$ cat src/rtl/chain_mixer_pkg.sv
`default_nettype none
// +----------------------------------------------------------------------+
// | chain_mixer_pkg : shared types and helpers for the chain mixer       |
// | Rev 1.0                                                              |
// +----------------------------------------------------------------------+
package chain_mixer_pkg;

  localparam int DEFAULT_TW = 16;
  localparam int MAX_STAGES = 256;

  typedef enum logic [2:0] {
    ST_IDLE  = 3'd0,
    ST_LOAD  = 3'd1,
    ST_MIX   = 3'd2,
    ST_FLUSH = 3'd3,
    ST_FIN   = 3'd4
  } state_t;

  // Callers narrow the result to their own stage count with a size cast.
  function automatic logic [MAX_STAGES-1:0] onehot(input logic [7:0] idx);
    logic [MAX_STAGES-1:0] v;
    v      = '0;
    v[idx] = 1'b1;
    return v;
  endfunction

endpackage
`default_nettype wire

$ cat src/rtl/chain_mixer_sequencer_phase_timer.sv
`default_nettype none
// +----------------------------------------------------------------------+
// | phase_timer : loadable down counter that expires when it hits zero   |
// | Rev 1.0                                                              |
// +----------------------------------------------------------------------+
module phase_timer
  import chain_mixer_pkg::*;
#(
  parameter int TW = DEFAULT_TW
) (
  input  logic          clk,
  input  logic          rst_n,
  input  logic          load,
  input  logic [TW-1:0] load_val,
  output logic [TW-1:0] value,
  output logic          expired
);

  logic [TW-1:0] cnt_q, cnt_d;

  always_comb begin
    cnt_d = cnt_q;
    if (load) begin
      cnt_d = load_val;
    end else if (cnt_q != '0) begin
      cnt_d = cnt_q - TW'(1);
    end
  end

  always_ff @(posedge clk or negedge rst_n) begin
    if (!rst_n) begin
      cnt_q <= '0;
    end else begin
      cnt_q <= cnt_d;
    end
  end

  assign value   = cnt_q;
  assign expired = (cnt_q == '0);

endmodule
`default_nettype wire

$ cat src/rtl/chain_mixer_sequencer.sv
`default_nettype none
// +----------------------------------------------------------------------+
// | chain_mixer_sequencer : steps one run through a chain of mixers      |
// | Rev 1.0                                                              |
// +----------------------------------------------------------------------+
module chain_mixer_sequencer
  import chain_mixer_pkg::*;
#(
  parameter int N_STAGES = 64,
  parameter int TW       = DEFAULT_TW,
  parameter int SW       = $clog2(N_STAGES + 1),
  parameter int IW       = $clog2(N_STAGES)
) (
  input  logic                clk,
  input  logic                rst_n,
  input  logic                start,
  input  logic                abort,
  input  logic [SW-1:0]       cfg_stages,
  input  logic [TW-1:0]       cfg_load,
  input  logic [TW-1:0]       cfg_mix,
  input  logic [TW-1:0]       cfg_flush,
  output logic                inlet_vlv,
  output logic [N_STAGES-1:0] reagent_vlv,
  output logic [N_STAGES-1:0] mix_en,
  output logic                outlet_vlv,
  output logic [IW-1:0]       stage_idx,
  output logic                busy,
  output logic                done,
  output logic                aborted,
  output logic                err
);

  function automatic logic [TW-1:0] phase_len(input logic [TW-1:0] cfg);
    return (cfg == '0) ? '0 : cfg - TW'(1);
  endfunction

  state_t               state_q, state_d;
  logic [IW-1:0]        stage_q, stage_d;
  logic                 abort_q, abort_d;
  logic [SW-1:0]        stages_q, stages_d;
  logic [TW-1:0]        load_q, load_d, mix_q, mix_d, flush_q, flush_d;

  logic                 inlet_q, inlet_d, outlet_q, outlet_d;
  logic [N_STAGES-1:0]  reagent_q, reagent_d, mixen_q, mixen_d;
  logic                 busy_q, busy_d, done_q, done_d;
  logic                 aborted_q, aborted_d, err_q, err_d;

  logic                 timer_load;
  logic [TW-1:0]        timer_load_val;
  logic [TW-1:0]        timer_value_unused;
  logic                 timer_expired;

  phase_timer #(.TW(TW)) u_timer (
    .clk      (clk),
    .rst_n    (rst_n),
    .load     (timer_load),
    .load_val (timer_load_val),
    .value    (timer_value_unused),
    .expired  (timer_expired)
  );

  always_comb begin
    state_d  = state_q;
    stage_d  = stage_q;
    abort_d  = abort_q;
    stages_d = stages_q;
    load_d   = load_q;
    mix_d    = mix_q;
    flush_d  = flush_q;
    err_d    = 1'b0;

    case (state_q)
      ST_IDLE: begin
        // A simultaneous abort suppresses the start entirely, including err.
        if (start && !abort) begin
          if (cfg_stages != '0 && cfg_stages <= SW'(N_STAGES)) begin
            state_d  = ST_LOAD;
            stage_d  = '0;
            abort_d  = 1'b0;
            stages_d = cfg_stages;
            load_d   = cfg_load;
            mix_d    = cfg_mix;
            flush_d  = cfg_flush;
          end else begin
            err_d = 1'b1;
          end
        end
      end
      ST_LOAD: begin
        if (abort) begin
          state_d = ST_FLUSH;
          abort_d = 1'b1;
        end else if (timer_expired) begin
          state_d = ST_MIX;
        end
      end
      ST_MIX: begin
        if (abort) begin
          state_d = ST_FLUSH;
          abort_d = 1'b1;
        end else if (timer_expired) begin
          if (SW'(stage_q) == stages_q - SW'(1)) begin
            state_d = ST_FLUSH;
          end else begin
            stage_d = stage_q + IW'(1);
            state_d = ST_LOAD;
          end
        end
      end
      ST_FLUSH: begin
        if (abort) begin
          abort_d = 1'b1;
        end
        if (timer_expired) begin
          state_d = ST_FIN;
        end
      end
      ST_FIN:  state_d = ST_IDLE;
      default: state_d = ST_IDLE;
    endcase
  end

  // Every change of state into a timed phase is a phase entry.
  always_comb begin
    timer_load     = (state_d != state_q);
    timer_load_val = '0;
    case (state_d)
      ST_LOAD:  timer_load_val = phase_len(load_d);
      ST_MIX:   timer_load_val = phase_len(mix_d);
      ST_FLUSH: timer_load_val = phase_len(flush_d);
      default:  timer_load = 1'b0;
    endcase
  end

  always_comb begin
    busy_d    = (state_d == ST_LOAD) || (state_d == ST_MIX) || (state_d == ST_FLUSH);
    inlet_d   = (state_d == ST_LOAD) && (stage_d == '0);
    outlet_d  = (state_d == ST_FLUSH);
    reagent_d = (state_d == ST_LOAD) ? N_STAGES'(onehot(8'(stage_d))) : '0;
    mixen_d   = (state_d == ST_MIX)  ? N_STAGES'(onehot(8'(stage_d))) : '0;
    done_d    = (state_d == ST_FIN) && !abort_d;
    aborted_d = (state_d == ST_FIN) && abort_d;
  end

  always_ff @(posedge clk or negedge rst_n) begin
    if (!rst_n) begin
      state_q   <= ST_IDLE;
      stage_q   <= '0;
      abort_q   <= 1'b0;
      stages_q  <= '0;
      load_q    <= '0;
      mix_q     <= '0;
      flush_q   <= '0;
      inlet_q   <= 1'b0;
      outlet_q  <= 1'b0;
      reagent_q <= '0;
      mixen_q   <= '0;
      busy_q    <= 1'b0;
      done_q    <= 1'b0;
      aborted_q <= 1'b0;
      err_q     <= 1'b0;
    end else begin
      state_q   <= state_d;
      stage_q   <= stage_d;
      abort_q   <= abort_d;
      stages_q  <= stages_d;
      load_q    <= load_d;
      mix_q     <= mix_d;
      flush_q   <= flush_d;
      inlet_q   <= inlet_d;
      outlet_q  <= outlet_d;
      reagent_q <= reagent_d;
      mixen_q   <= mixen_d;
      busy_q    <= busy_d;
      done_q    <= done_d;
      aborted_q <= aborted_d;
      err_q     <= err_d;
    end
  end

  assign inlet_vlv   = inlet_q;
  assign outlet_vlv  = outlet_q;
  assign reagent_vlv = reagent_q;
  assign mix_en      = mixen_q;
  assign stage_idx   = stage_q;
  assign busy        = busy_q;
  assign done        = done_q;
  assign aborted     = aborted_q;
  assign err         = err_q;

endmodule
`default_nettype wire

$ cat config.mk
export PLATFORM = sky130hd
export DESIGN_NAME = chain_mixer_sequencer
export DESIGN_NICKNAME = d
export VERILOG_FILES = /design/src/rtl/chain_mixer_pkg.sv /design/src/rtl/chain_mixer_sequencer_phase_timer.sv /design/src/rtl/chain_mixer_sequencer.sv
export SDC_FILE = /design/constraint.sdc
export NUM_CORES = 1
export LEC_CHECK = 0
export CAP_MARGIN = 5
export CORE_UTILIZATION = 50
export DETAILED_ROUTE_END_ITERATION = 8
export PLACE_DENSITY = 0.78
export SYNTH_ARGS = -nofsm -noshare
export SYNTH_HDL_FRONTEND = slang
export SYNTH_SLANG_ARGS = --single-unit
$ cat constraint.sdc
create_clock -name clk -period 5 [get_ports clk]
set_input_delay 0.75 -clock clk [delete_from_list [all_inputs] [get_ports clk]]
set_output_delay 0.75 -clock clk [all_outputs]
set_load 0.02 [all_outputs]
==> out/results.ini <==
[synthesis]
yosysWarnings = 0
synthMuxAreaShare = 0.04517
synth_cell_types = 65
synth_compound_area_frac = 0.09098
synth_area_um2 = 9861
synth-seq-area-share = 0.5456
syn_inst = 1015
synthFlopType = dfrtp_1
async_flop_share = 1.000
syn_avg_cell_area_um2 = 9.715
synthTopCellsByCount = 215 x dfrtp_1, 177 x nor2_1, 126 x nand2_1, 42 x nand3_1, 34 x nor3_1
synthXorXnorAreaFrac = 0.03908
synth.top_cells.by_area = dfrtp_1 55%, nor2_1 6.7%, nand2_1 4.8%
synth_edf_count = 0
yosys.area.top_type = dfrtp_1
synthAdderAreaFrac = 0.008882
netlist.area_leader.share = 0.5456
synth_seq_cells = 215
synthSimpleGateAreaFrac = 0.2391
post-synth-top-count-cell = dfrtp_1
synth_top_family_by_area = simple AND/OR/NAND/NOR gates
synth_fp_nets = 1081

[route]
routed_via_density = 5.680
drt-total-wl_um = 28350
drt_pre_antenna_iters = 5
ant_nets = 0
vias = 8508
drt_iter0_markers = 781
wl_per_cell_um = 18.92
drc_errors = 0

[floorplanning]
die_area_um2 = 20290
start_util = 0.5185
die_w_um = 142.4
die_h_um = 142.4
core_um2 = 19020
pin_count = 199
num_rows = 50

[setup_path]
critPathKind = in2reg
critPathMaxFanout = 15
worstPathArrival_ps = 4600
worstSetupStartpoint = cfg_stages[1]
crit_required_ps = 5380
path_cells = clkdlybuf4s50_1, or4_1, o21ai_1, nand3_4, mux2i_1, ha_1, nand3b_1, mux2i_1, o21ai_0, mux2_2, a2bb2oi_1, a31oi_1
critPathLaunchType = input port
timing.rr.start = u_timer.value[7]
critPathSlowestCell = or4_1
max_stage_delay_ps = 650
path_common_cell = mux2i_1
end_kind = flop

[power_and_ir_drop]
p_seq_frac = 0.449
powerDensity_nw_per_um2 = 332.9
combinationalPowerShare = 0.163
p_int_mw = 3.131
total_power_mw = 4.324
p_sw_frac = 0.2760
power.clock.fraction = 0.389
peakVddDrop_mv = 0.2766
leakage_nw = 5.952
switching_power_mw = 1.193

[sta]
clock.fmax_mhz = 237.3
period_minus_slack_ps = 4214
maxSlewViolCount = 0
rsz0062_at_grt = false
tightest_slew_ps = 988.8
relSlewSlack = 0.3347
finalHoldViolCount = 0
finalSetupViolCount = 0
fin_crit_sh = 0.8428
fin_setup_tns_ps = 0
skew_ps = 13.02

[global_routing]
grt-ovfl-total = 0
antenna_found_initial = 0
grt_pass1_vias = 8209
grt_max_degree = 155
track_usage = 0.2842
grt_first_pass_wirelength_um = 44540

[clocking]
worstSkewPairLatency_ps = 520
root_buffer = clkbuf_16
post_cts_resized = 0
numCtsBuffers = 23
holdBufCountCts = 0
cts_htree_levels = 1
cts.sinks = 215
cts.reportedPaths.clkPinSlew_ps = 60
tritoncts = built
clockBufferDepth = 3
cts_setup_buffers = 0

[placement]
port_buffers = 198
place.gp.congestion = 0.9594
placed_cells = 1459
place_hpwl_um = 20400

[flow_run]
cap_viol_max_count = 0

[final_layout]
n_antenna_cell = 0
fin_cells = 1498
area_growth_pct = 31.72
fin_nets = 1290
drive_gt1_frac = 0.07512

[outcome]
status = finished, final reports clean

[worst_hold_path]
hp-class = in2async

[power by group through the flow]
| stage | clock network [mW] | registers, mW | logic, mW |
|---|---|---|---|
| finish | 1.68 | 1.94 | 0.703 |
| global route | 1.77 | 1.95 | 0.771 |
| CTS | 1.70 | 1.94 | 0.694 |
| detailed placement | 0 | 1.97 | 0.687 |
| global placement | 0 | 1.96 | 0.679 |
| floorplan | 0 | 1.95 | 0.441 |
[critical path: cells and delay by family]
kind | cells | cell delay [ps]
and+or+nand+nor | 3 | 1160
muxes | 3 | 950
AOI/OAI and AO/OA | 4 | 940
buffers and inverters | 1 | 440
adders and majority gates | 1 | 330
[cell type report]
class | instances | area, µm²
Clock buffer | 29 | 628.1
Clock inverter | 10 | 112.6
Fill cell | 1484 | 6030
Inverter | 32 | 120.1
Multi-Input combinational cell | 724 | 4187
Sequential cell | 215 | 5380
Tap cell | 260 | 325.3
Timing Repair Buffer | 228 | 2236
[layer usage]
metal,up-vias,track usage,wire [µm]
met5,-,0,0
met4,0,0.09451,865
met3,56,0.03735,2006
met2,379,0.4652,13660
met1,4139,0.3920,11820
li1,3934,-,-
[flip-flops by register name, summed over array words and instances, names as in the netlist]
name           flops
abort_q            1
aborted            1
busy               1
done               1
err                1
flush_q           16
inlet_vlv          1
load_q            16
mix_en            64
mix_q             16
outlet_vlv         1
reagent_vlv       64
stage_idx          6
stages_q           7
state_q            3
u_timer.value     16
[stage by stage]
step                area, µm²  setup WS [ps]    util  hold WS [ps]
finish                  12990          785.9  0.6830         226.3
global route            12990          434.9  0.6830         262.4
CTS                     12990          866.3  0.6830         235.6
detailed placement      12250          350.2  0.6440         483.3
global placement        12250          530.8  0.6440         482.1
floorplan                9861          405.4       -         454.4
[final timing paths]
check / endpoint / slack, ps / cells past startpoint
max: u_timer.value[14] / 790 / 12
min: busy / 230 / 1
min reg2reg: load_q[10] / 500 / 2
max in group asynchronous: load_q[3] / 3600 / 2
min in group clk: load_q[10] / 500 / 2
max reg2reg: reagent_vlv[13] / 1110 / 9
[cells in the final DEF, fill, tap and decap left out, types with 28 or more instances in the layout]
cell	instances
dfrtp_1	215
clkdlybuf4s50_1	197
nor2_1	177
nand2_1	126
nand3_1	41
nor3_1	34
inv_1	32
mux2i_1	31
nor4_1	30
xnor2_1	29
a21oi_1	28
buf_4	28
[logic make-up (layout without fill, tap and decap cells)]
| group | after synthesis | after routing |
|---|---|---|
| AND/OR/NAND/NOR | 498 | 498 |
| flip-flops | 215 | 215 |
| AO/OA/AOI/OAI | 132 | 132 |
| buffers and inverters | 76 | 299 |
| XOR/XNOR | 44 | 44 |
| multiplexers | 43 | 43 |
| adder cells (fa/ha/maj) | 7 | 7 |
(Power assumes the default switching activity.)
